==> src/rtl/multicycle_pkg.sv <==
// ============================================================================
//  multicycle_pkg
//  Shared state encoding, datapath select codes and opcode bundle for the
//  multi-cycle MIPS control sequencer.
//  Revision: 1.0
// ============================================================================
`default_nettype none

package multicycle_pkg;

    typedef enum logic [3:0] {
        ST_FETCH  = 4'd0,
        ST_DECODE = 4'd1,
        ST_EXEC   = 4'd2,
        ST_ALUWB  = 4'd3,
        ST_MEMADR = 4'd4,
        ST_MEMRD  = 4'd5,
        ST_MEMWB  = 4'd6,
        ST_MEMWR  = 4'd7,
        ST_BRANCH = 4'd8,
        ST_JUMP   = 4'd9
    } state_t;

    localparam logic [1:0] PC_PC4  = 2'd0;
    localparam logic [1:0] PC_BR   = 2'd1;
    localparam logic [1:0] PC_JMP  = 2'd2;
    localparam logic [1:0] PC_REG  = 2'd3;

    localparam logic [1:0] DST_RT  = 2'd0;
    localparam logic [1:0] DST_RD  = 2'd1;
    localparam logic [1:0] DST_RA  = 2'd2;

    localparam logic [1:0] SRC_ALU = 2'd0;
    localparam logic [1:0] SRC_MDR = 2'd1;
    localparam logic [1:0] SRC_PC  = 2'd2;
    localparam logic [1:0] SRC_LUI = 2'd3;

    localparam logic [2:0] ALU_ADD = 3'b010;
    localparam logic [2:0] ALU_SUB = 3'b110;
    localparam logic [2:0] ALU_OR  = 3'b001;

    typedef struct packed {
        logic addu;
        logic subu;
        logic ori;
        logic lw;
        logic sw;
        logic beq;
        logic bgezal;
        logic lui;
        logic jal;
        logic jr;
        logic j;
    } op_t;

    // State following DECODE; jumps win over branches over memory over ALU ops.
    function automatic state_t decode_next(input op_t op);
        if (op.jr || op.j || op.jal)
            return ST_JUMP;
        else if (op.beq || op.bgezal)
            return ST_BRANCH;
        else if (op.lw || op.sw)
            return ST_MEMADR;
        else if (op.addu || op.subu || op.ori || op.lui)
            return ST_EXEC;
        else
            return ST_FETCH;
    endfunction

endpackage

`default_nettype wire

==> src/rtl/multicycle_outdec.sv <==
// ============================================================================
//  multicycle_outdec
//  Combinational decode of state, opcode, ALU flags and memory ready into
//  every datapath enable and select.
//  Revision: 1.0
// ============================================================================
`default_nettype none

module multicycle_outdec
    import multicycle_pkg::*;
(
    input  logic       en,
    input  state_t     state,
    input  op_t        op,
    input  logic       zero,
    input  logic       ge0,
    input  logic       im_rdy,
    input  logic       dm_rdy,
    output logic       im_req,
    output logic       dm_req,
    output logic       dm_write,
    output logic       ir_write,
    output logic       pc_write,
    output logic [1:0] pc_src,
    output logic       ab_write,
    output logic       alu_src,
    output logic [2:0] aluc,
    output logic       aluout_write,
    output logic       mdr_write,
    output logic       grf_write,
    output logic [1:0] grf_dst,
    output logic [1:0] grf_src,
    output logic       instr_done,
    output logic       illegal
);

    always_comb begin
        im_req       = 1'b0;
        dm_req       = 1'b0;
        dm_write     = 1'b0;
        ir_write     = 1'b0;
        pc_write     = 1'b0;
        pc_src       = PC_PC4;
        ab_write     = 1'b0;
        alu_src      = 1'b0;
        aluc         = 3'b000;
        aluout_write = 1'b0;
        mdr_write    = 1'b0;
        grf_write    = 1'b0;
        grf_dst      = DST_RT;
        grf_src      = SRC_ALU;
        instr_done   = 1'b0;
        illegal      = 1'b0;

        // en low holds every output at zero while reset is asserted
        if (en) begin
            case (state)
                ST_FETCH: begin
                    im_req = 1'b1;
                    if (im_rdy) begin
                        ir_write = 1'b1;
                        pc_write = 1'b1;
                    end
                end
                ST_DECODE: begin
                    ab_write = 1'b1;
                    illegal  = ~|op;
                end
                ST_EXEC: begin
                    aluout_write = 1'b1;
                    alu_src      = op.ori | op.lui;
                    if (op.addu)
                        aluc = ALU_ADD;
                    else if (op.subu)
                        aluc = ALU_SUB;
                    else
                        aluc = ALU_OR;
                end
                ST_ALUWB: begin
                    grf_write  = 1'b1;
                    grf_dst    = (op.addu | op.subu) ? DST_RD : DST_RT;
                    grf_src    = op.lui ? SRC_LUI : SRC_ALU;
                    instr_done = 1'b1;
                end
                ST_MEMADR: begin
                    aluc         = ALU_ADD;
                    alu_src      = 1'b1;
                    aluout_write = 1'b1;
                end
                ST_MEMRD: begin
                    dm_req    = 1'b1;
                    mdr_write = dm_rdy;
                end
                ST_MEMWB: begin
                    grf_write  = 1'b1;
                    grf_src    = SRC_MDR;
                    instr_done = 1'b1;
                end
                ST_MEMWR: begin
                    dm_req     = 1'b1;
                    dm_write   = 1'b1;
                    instr_done = dm_rdy;
                end
                ST_BRANCH: begin
                    aluc       = ALU_SUB;
                    pc_src     = PC_BR;
                    instr_done = 1'b1;
                    if (op.beq) begin
                        pc_write = zero;
                    end else begin
                        pc_write  = ge0;
                        grf_write = 1'b1;
                        grf_dst   = DST_RA;
                        grf_src   = SRC_PC;
                    end
                end
                ST_JUMP: begin
                    pc_write   = 1'b1;
                    instr_done = 1'b1;
                    if (op.jr) begin
                        pc_src = PC_REG;
                    end else begin
                        pc_src = PC_JMP;
                        if (!op.j && op.jal) begin
                            grf_write = 1'b1;
                            grf_dst   = DST_RA;
                            grf_src   = SRC_PC;
                        end
                    end
                end
                default: ;
            endcase
        end
    end

endmodule

`default_nettype wire

==> src/rtl/multicycle_ctrl.sv <==
// ============================================================================
//  multicycle_ctrl
//  Multi-cycle MIPS control sequencer: state register, next-state logic and
//  retired-instruction counter. Macro MULTICYCLE_MEM_WAIT_EN enables memory
//  wait states on im_ready/dm_ready.
//  Revision: 1.0
// ============================================================================
`default_nettype none

module multicycle_ctrl
    import multicycle_pkg::*;
(
    input  logic        clk,
    input  logic        reset,
    input  logic        addu,
    input  logic        subu,
    input  logic        ori,
    input  logic        lw,
    input  logic        sw,
    input  logic        beq,
    input  logic        bgezal,
    input  logic        lui,
    input  logic        jal,
    input  logic        jr,
    input  logic        j,
    input  logic        zero,
    input  logic        ge0,
    input  logic        im_ready,
    input  logic        dm_ready,
    output logic        im_req,
    output logic        dm_req,
    output logic        dm_write,
    output logic        ir_write,
    output logic        pc_write,
    output logic [1:0]  pc_src,
    output logic        ab_write,
    output logic        alu_src,
    output logic [2:0]  aluc,
    output logic        aluout_write,
    output logic        mdr_write,
    output logic        grf_write,
    output logic [1:0]  grf_dst,
    output logic [1:0]  grf_src,
    output logic        instr_done,
    output logic        illegal,
    output logic [31:0] retired
);

    state_t      r_state;
    state_t      w_next;
    op_t         w_op;
    logic        w_im_rdy;
    logic        w_dm_rdy;
    logic [31:0] r_retired;

    assign w_op = '{addu: addu, subu: subu, ori: ori, lw: lw, sw: sw,
                    beq: beq, bgezal: bgezal, lui: lui, jal: jal, jr: jr, j: j};

`ifdef MULTICYCLE_MEM_WAIT_EN
    assign w_im_rdy = im_ready;
    assign w_dm_rdy = dm_ready;
`else
    // Zero-wait memories: ready ports are kept for pin compatibility only
    logic w_unused_ready;
    assign w_unused_ready = im_ready ^ dm_ready;
    assign w_im_rdy       = 1'b1;
    assign w_dm_rdy       = 1'b1;
`endif

    always_comb begin
        w_next = r_state;
        case (r_state)
            ST_FETCH:  if (w_im_rdy) w_next = ST_DECODE;
            ST_DECODE: w_next = decode_next(w_op);
            ST_EXEC:   w_next = ST_ALUWB;
            ST_ALUWB:  w_next = ST_FETCH;
            ST_MEMADR: w_next = w_op.lw ? ST_MEMRD : ST_MEMWR;
            ST_MEMRD:  if (w_dm_rdy) w_next = ST_MEMWB;
            ST_MEMWB:  w_next = ST_FETCH;
            ST_MEMWR:  if (w_dm_rdy) w_next = ST_FETCH;
            ST_BRANCH: w_next = ST_FETCH;
            ST_JUMP:   w_next = ST_FETCH;
            default:   w_next = ST_FETCH;
        endcase
    end

    always_ff @(posedge clk or negedge reset) begin
        if (!reset)
            r_state <= ST_FETCH;
        else
            r_state <= w_next;
    end

    always_ff @(posedge clk or negedge reset) begin
        if (!reset)
            r_retired <= 32'd0;
        else if (instr_done)
            r_retired <= r_retired + 32'd1;
    end

    assign retired = r_retired;

    multicycle_outdec u_outdec (
        .en           (reset),
        .state        (r_state),
        .op           (w_op),
        .zero         (zero),
        .ge0          (ge0),
        .im_rdy       (w_im_rdy),
        .dm_rdy       (w_dm_rdy),
        .im_req       (im_req),
        .dm_req       (dm_req),
        .dm_write     (dm_write),
        .ir_write     (ir_write),
        .pc_write     (pc_write),
        .pc_src       (pc_src),
        .ab_write     (ab_write),
        .alu_src      (alu_src),
        .aluc         (aluc),
        .aluout_write (aluout_write),
        .mdr_write    (mdr_write),
        .grf_write    (grf_write),
        .grf_dst      (grf_dst),
        .grf_src      (grf_src),
        .instr_done   (instr_done),
        .illegal      (illegal)
    );

endmodule

`default_nettype wire
==> config.mk <==
export PLATFORM = sky130hd
export DESIGN_NAME = multicycle_ctrl
export DESIGN_NICKNAME = d
export VERILOG_FILES = /design/src/rtl/multicycle_pkg.sv /design/src/rtl/multicycle_outdec.sv /design/src/rtl/multicycle_ctrl.sv
export SDC_FILE = /design/constraint.sdc
export NUM_CORES = 1
export LEC_CHECK = 0
export CAP_MARGIN = 20
export CORE_AREA = 8 8 77 79
export CTS_BUF_LIST = sky130_fd_sc_hd__clkbuf_16
export CTS_CLUSTER_SIZE = 8
export DETAILED_ROUTE_END_ITERATION = 10
export DIE_AREA = 0 0 85 87
export PLACE_DENSITY = 0.8
export SYNTH_ARGS = -nofsm -noshare
export SYNTH_HDL_FRONTEND = slang
export SYNTH_SLANG_ARGS = --single-unit
export TNS_END_PERCENT = 100
==> constraint.sdc <==
create_clock -name clk -period 3.53 [get_ports clk]
set_clock_uncertainty 0.15 [all_clocks]
set_input_delay 0.8825 -clock clk [delete_from_list [all_inputs] [get_ports clk]]
set_output_delay 0.8825 -clock clk [all_outputs]
set_load 0.05 [all_outputs]
-- Yosys cells after proc, flatten, opt, wreduce, memory -nomap -nowiden
Index checks and enable logic that the tools add are counted.
- $add $sub $neg: 1
- eq/ne operators: 9
- multiplexer cells: 48
- bitwise gates (word level): 2
- reductions and logical operators: 17
- operator list (kind ; number):
    $add A32 B1 Y32 const B ; 1
    $mux W1 ; 25
    $pmux W4 S5 ; 1
    $mux W2 ; 9
    $eq A4 B3 Y1 const B ; 4
    $mux W3 ; 4
    $reduce_or A11 Y1 ; 1
    $pmux W3 S3 ; 1
    $eq A4 B2 Y1 const B ; 2
    $eq A4 B4 Y1 const B ; 2
    $mux W4 ; 2
    $pmux W2 S4 ; 1
    $reduce_or A2 Y1 ; 4
    $logic_or A1 B1 Y1 ; 7
    $pmux W2 S3 ; 1
    $reduce_or A5 Y1 ; 1
    $eq A4 B1 Y1 const B ; 1
    $logic_not A4 Y1 ; 1
    $pmux W1 S2 ; 2
    $pmux W2 S2 ; 1
    $pmux W1 S3 ; 1
    $logic_not A1 Y1 ; 2
    $or A1 B1 Y1 ; 2
    $logic_and A1 B1 Y1 ; 1
- register bits after elaboration: 36
- input bits: 17
- output and inout port bits: 53

-- Logic depth before layout (Yosys ltp)
- depth in word-level cells: 8
- mapped depth: 6

-- Cells and area by module
Synthesis repeated with hierarchy kept, for this count alone.
- cell total of the unflattened synthesis: 217
- area total of the unflattened synthesis: 2078.2 µm²
- by module, submodules not included (module ; times used ; cells each ; area each (µm²) ; sequential area each (µm²)):
    multicycle_ctrl ; 1 ; 146 ; 1664.1 ; 900.9
    multicycle_outdec ; 1 ; 71 ; 414.1 ; 0.0

-- Worst setup path before layout
No wires, ideal clock.
- path kind: in2out
- from: in reset
- to: out pc_write
- data arrival time: 3429 ps
- path slack: -932 ps
- stages on the path: 4
- buffers on the path: 1
- path through: clkbuf_1 -> nand2b_1 -> nor4_1 -> o21bai_1
- cells in the longest elaborated chain, start to end: 1
- ends and longest elaborated chain (what ; line ; RTL):
    start, declared ; multicycle_ctrl.sv:14 ; input logic reset,
    $mux W1 ; multicycle_outdec.sv:56 ; if (en) begin
    end, declared ; multicycle_ctrl.sv:34 ; output logic pc_write,
No other way between the ends.

-- Final worst setup path
- from: in jr
- to: out illegal
- cells in the longest elaborated chain, start to end: 4
- ends and longest elaborated chain (what ; line ; RTL):
    start, declared ; multicycle_ctrl.sv:24 ; input logic jr,
    $reduce_or A11 Y1 ; multicycle_outdec.sv:67 ; illegal = ~|op;
    $logic_not A1 Y1 ; multicycle_outdec.sv:67 ;
    $mux W1 ; multicycle_outdec.sv:57 ; case (state)
    $mux W1 ; multicycle_outdec.sv:56 ;
    end, declared ; multicycle_ctrl.sv:45 ; output logic illegal,
No other way between the ends.

==> reports/qor.csv <==
stage,metric,value,unit
clock_network,CTS tree,yes,
global_routing,vias in the first global route,1735,
floorplan,Initial Util,40.5,%
placed_design,DP HPWL,3960,µm
detailed_routing,initial DRC count,84,
min_path,Hold WC Path Type,in -> async,
setup_path,Critical Path AT,2.28,ns
clock_network,H-tree levels,2,
setup_path,type of origin of the critical path,primary input,
global_routing,met1 Use GR,17.1,%
detailed_routing,DR DRC count,0,
pwr,Final Total Pwr,1.77,mW
synth,"Seq/Total Area, Yosys",45.9,%
outcome,outcome,finished clean,
final_layout,ANT cells,0,
clock_network,CTS buffer count,5,
detailed_routing,total wire length,5220,µm
pwr,Peak VDD IR,0.000671,V
detailed_routing,Routed wire per std cell,16.1,µm
synth,"FFs w/ async S/R, synth",100,%
synth,Ys Warns,0,
clock_network,root buffer cell,clkbuf_16,
synth,Yosys reg bits,36,
final_layout,"commonest non-fill, non-tap cells in the layout","clkdlybuf4s50_1 (42), dfrtp_1 (36), xnor2_1 (28)",
synth,Synth Flop Type,dfrtp_1,
clock_network,Clock transition at path regs,0.05,ns
timing,Final min period,3.32,ns
final_layout,Post-Layout Cell Count,323,
setup_path,CP Class,in -> out,
final_layout,"Area growth, synth to finish",59.4,%
pwr,power per cell area,567,nW/µm²
synth,Syn Area/Cell,10.0,µm²
clock_network,cts hold-fix bufs,0,
final_layout,"most common cell after layout, fill and taps aside",clkdlybuf4s50_1,
global_routing,met2 GRT Util,25.2,%
synth,simple-gate share of the synthesized area,28.4,%
detailed_routing,Avg Vias per Cell,5.42,
timing,Worst-Margin Slew,0.574,ns
synth,mux cell area share after synthesis,1.15,%
synth,XOR/XNOR share of the synthesized area,14.7,%
timing,period utilization,93.9,%
floorplan,Die Ht,87,µm
synth,synth unique cells,42,
final_layout,fraction of layout cells with a size suffix above 1,19.1,%
synth,Synth Area in Adders,0.638,%
setup_path,Critical Path Fanout Max,3,
setup_path,Required @ worst endpoint,2.50,ns
pwr,static leakage,1.29,nW
synth,number of synthesized flops with an enable pin,0,
synth,Syn Std Cell Area,1960,µm²
timing,Final Hold Fails,0,
global_routing,global routing's busiest layer,met2,
final_layout,layout net count,284,
timing,Slew HR,61.7,%
timing,f_max,0.302,GHz
timing,final slew viol count,0,
placed_design,RD Place Congestion,0.796,
detailed_routing,Pre-Repair DR Iteration Count,4,
global_routing,first-pass GRT wire length,8660,µm
global_routing,largest net degree at the start of global routing,21,
global_routing,final global-route overflow total,0,
clock_network,Skew-Pair Late Insertion Delay,0.27,ns
floorplan,IO Pins,70,
global_routing,initial antenna violation count,0,
job,max-cap violation count,0,
synth,Post-Syn Instances,196,
timing,final setup vio count,0,
global_routing,Total GRT Usage,14.6,%
placed_design,Port Buffers,67,
final_layout,fill cell count,346,
synth,Syn Nets,214,
global_routing,met3 usage,3.21,%
floorplan,die area,7400,µm²
setup_path,CP Capture Type,primary output,
synth,largest family of logic cells by synthesized area,simple AND/OR/NAND/NOR gates,
floorplan,area of the core,4850,µm²
detailed_routing,via count,1752,
floorplan,FP Rows,26,
timing,RSZ-0062 raised after global routing,false,
clock_network,CTS max path bufs,2,
placed_design,Placed Cells,314,
synth,complex-gate fraction of the synthesized area,5.99,%
detailed_routing,DRT antenna net count,0,
clock_network,Clock Sinks,36,
floorplan,die extent in x,85,µm
kinds of logic (layout without fill, tap and decap cells):
logic type,count (synthesis),in the layout
simple gates,97,97
compound gates,16,16
mux,2,2
fa+ha+maj,1,1
buf+inv,11,82
flops,36,36
xor+xnor,33,33
routing by layer:
metal  vias up  routed length [µm]
met5         -                   0
met4         0                  82
met3         8                 207
met2        39                2650
met1       859                2280
li1        846                   -
power by group:
group          total [mW]  internal (mW)  switching [mW]
registers           0.561          0.455           0.106
clock network       0.482          0.328           0.154
logic               0.731          0.302           0.430
state kept, by name, summed over array words and instances, names as in the netlist:
name,cells
r_state,4
retired,32
path summary, 6_finish.rpt:
| check | depth (start not counted) | slack (ns) | end | startpoint |
|---|---|---|---|---|
| worst max-delay path | 6 | 0.21 | illegal | jr |
| worst min-delay path | 1 | 0.31 | r_state[1]$_DFF_PN0_ | reset |
| worst max register to register | 5 | 1.28 | retired[30]$_DFFE_PN0P_ | r_state[2]$_DFF_PN0_ |
| worst min register to register | 1 | 0.33 | retired[31]$_DFFE_PN0P_ | retired[31]$_DFFE_PN0P_ |
| max in group asynchronous | 2 | 2.43 | retired[16]$_DFFE_PN0P_ | reset |
| min in group clk | 1 | 0.33 | retired[31]$_DFFE_PN0P_ | retired[31]$_DFFE_PN0P_ |
through the flow:
stage          instance area (µm²)  util (%)  TNS (ns)  setup slack (ns)  hold WS, ns
6_report                      3130      64.5         0             0.215        0.307
5_1_grt                       3130      64.5         0            0.0864        0.311
4_1_cts                       3100      64.0         0           0.00195        0.297
3_5_place_dp                  2930      60.4    -0.166            -0.166        0.318
3_3_place_gp                  2930      60.4    -0.129            -0.129        0.309
2_1_floorplan                 2010         -         0            0.0685        0.377
what timing repair did:
action	CTS	global route
resized for setup	2	5
pin swaps	1	3
setup endpoints to repair	1	1
cloned	0	0
buffers inserted	0	1
final cells by class:
class / count / area, µm² / share of cell area [%]
timing repair buffer: 72 / 921 / 29.4
sequential: 36 / 901 / 28.8
clock buffer: 5 / 125 / 4.00
clock inverter: 3 / 37.5 / 1.20
multi-input combinational: 149 / 1070 / 34.1
inverter: 2 / 7.51 / 0.240
tap: 56 / 70.1 / 2.24
Yosys cell counts, drive strengths merged (3+ instances only):
cell type	number	area share, %
nor2	15	2.9
and4	6	2.7
nand4	10	3.2
xor2	5	2.2
nand3	17	4.3
clkbuf	3	0.57
and3	6	1.9
dfrtp	36	46
nor4	6	3.4
a21oi	7	2.4
nor3	6	1.5
buf	6	2.2
nand2	18	3.4
xnor2	28	13
critical path, cell delays in order:
cell and delay, ns:
dlymetal6s2s_1 0.14, or3_4 0.41, nor3_4 0.20, nand3_2 0.15, nor4_4 0.32, buf_12 0.18
Power figures use the tool's default switching activity.
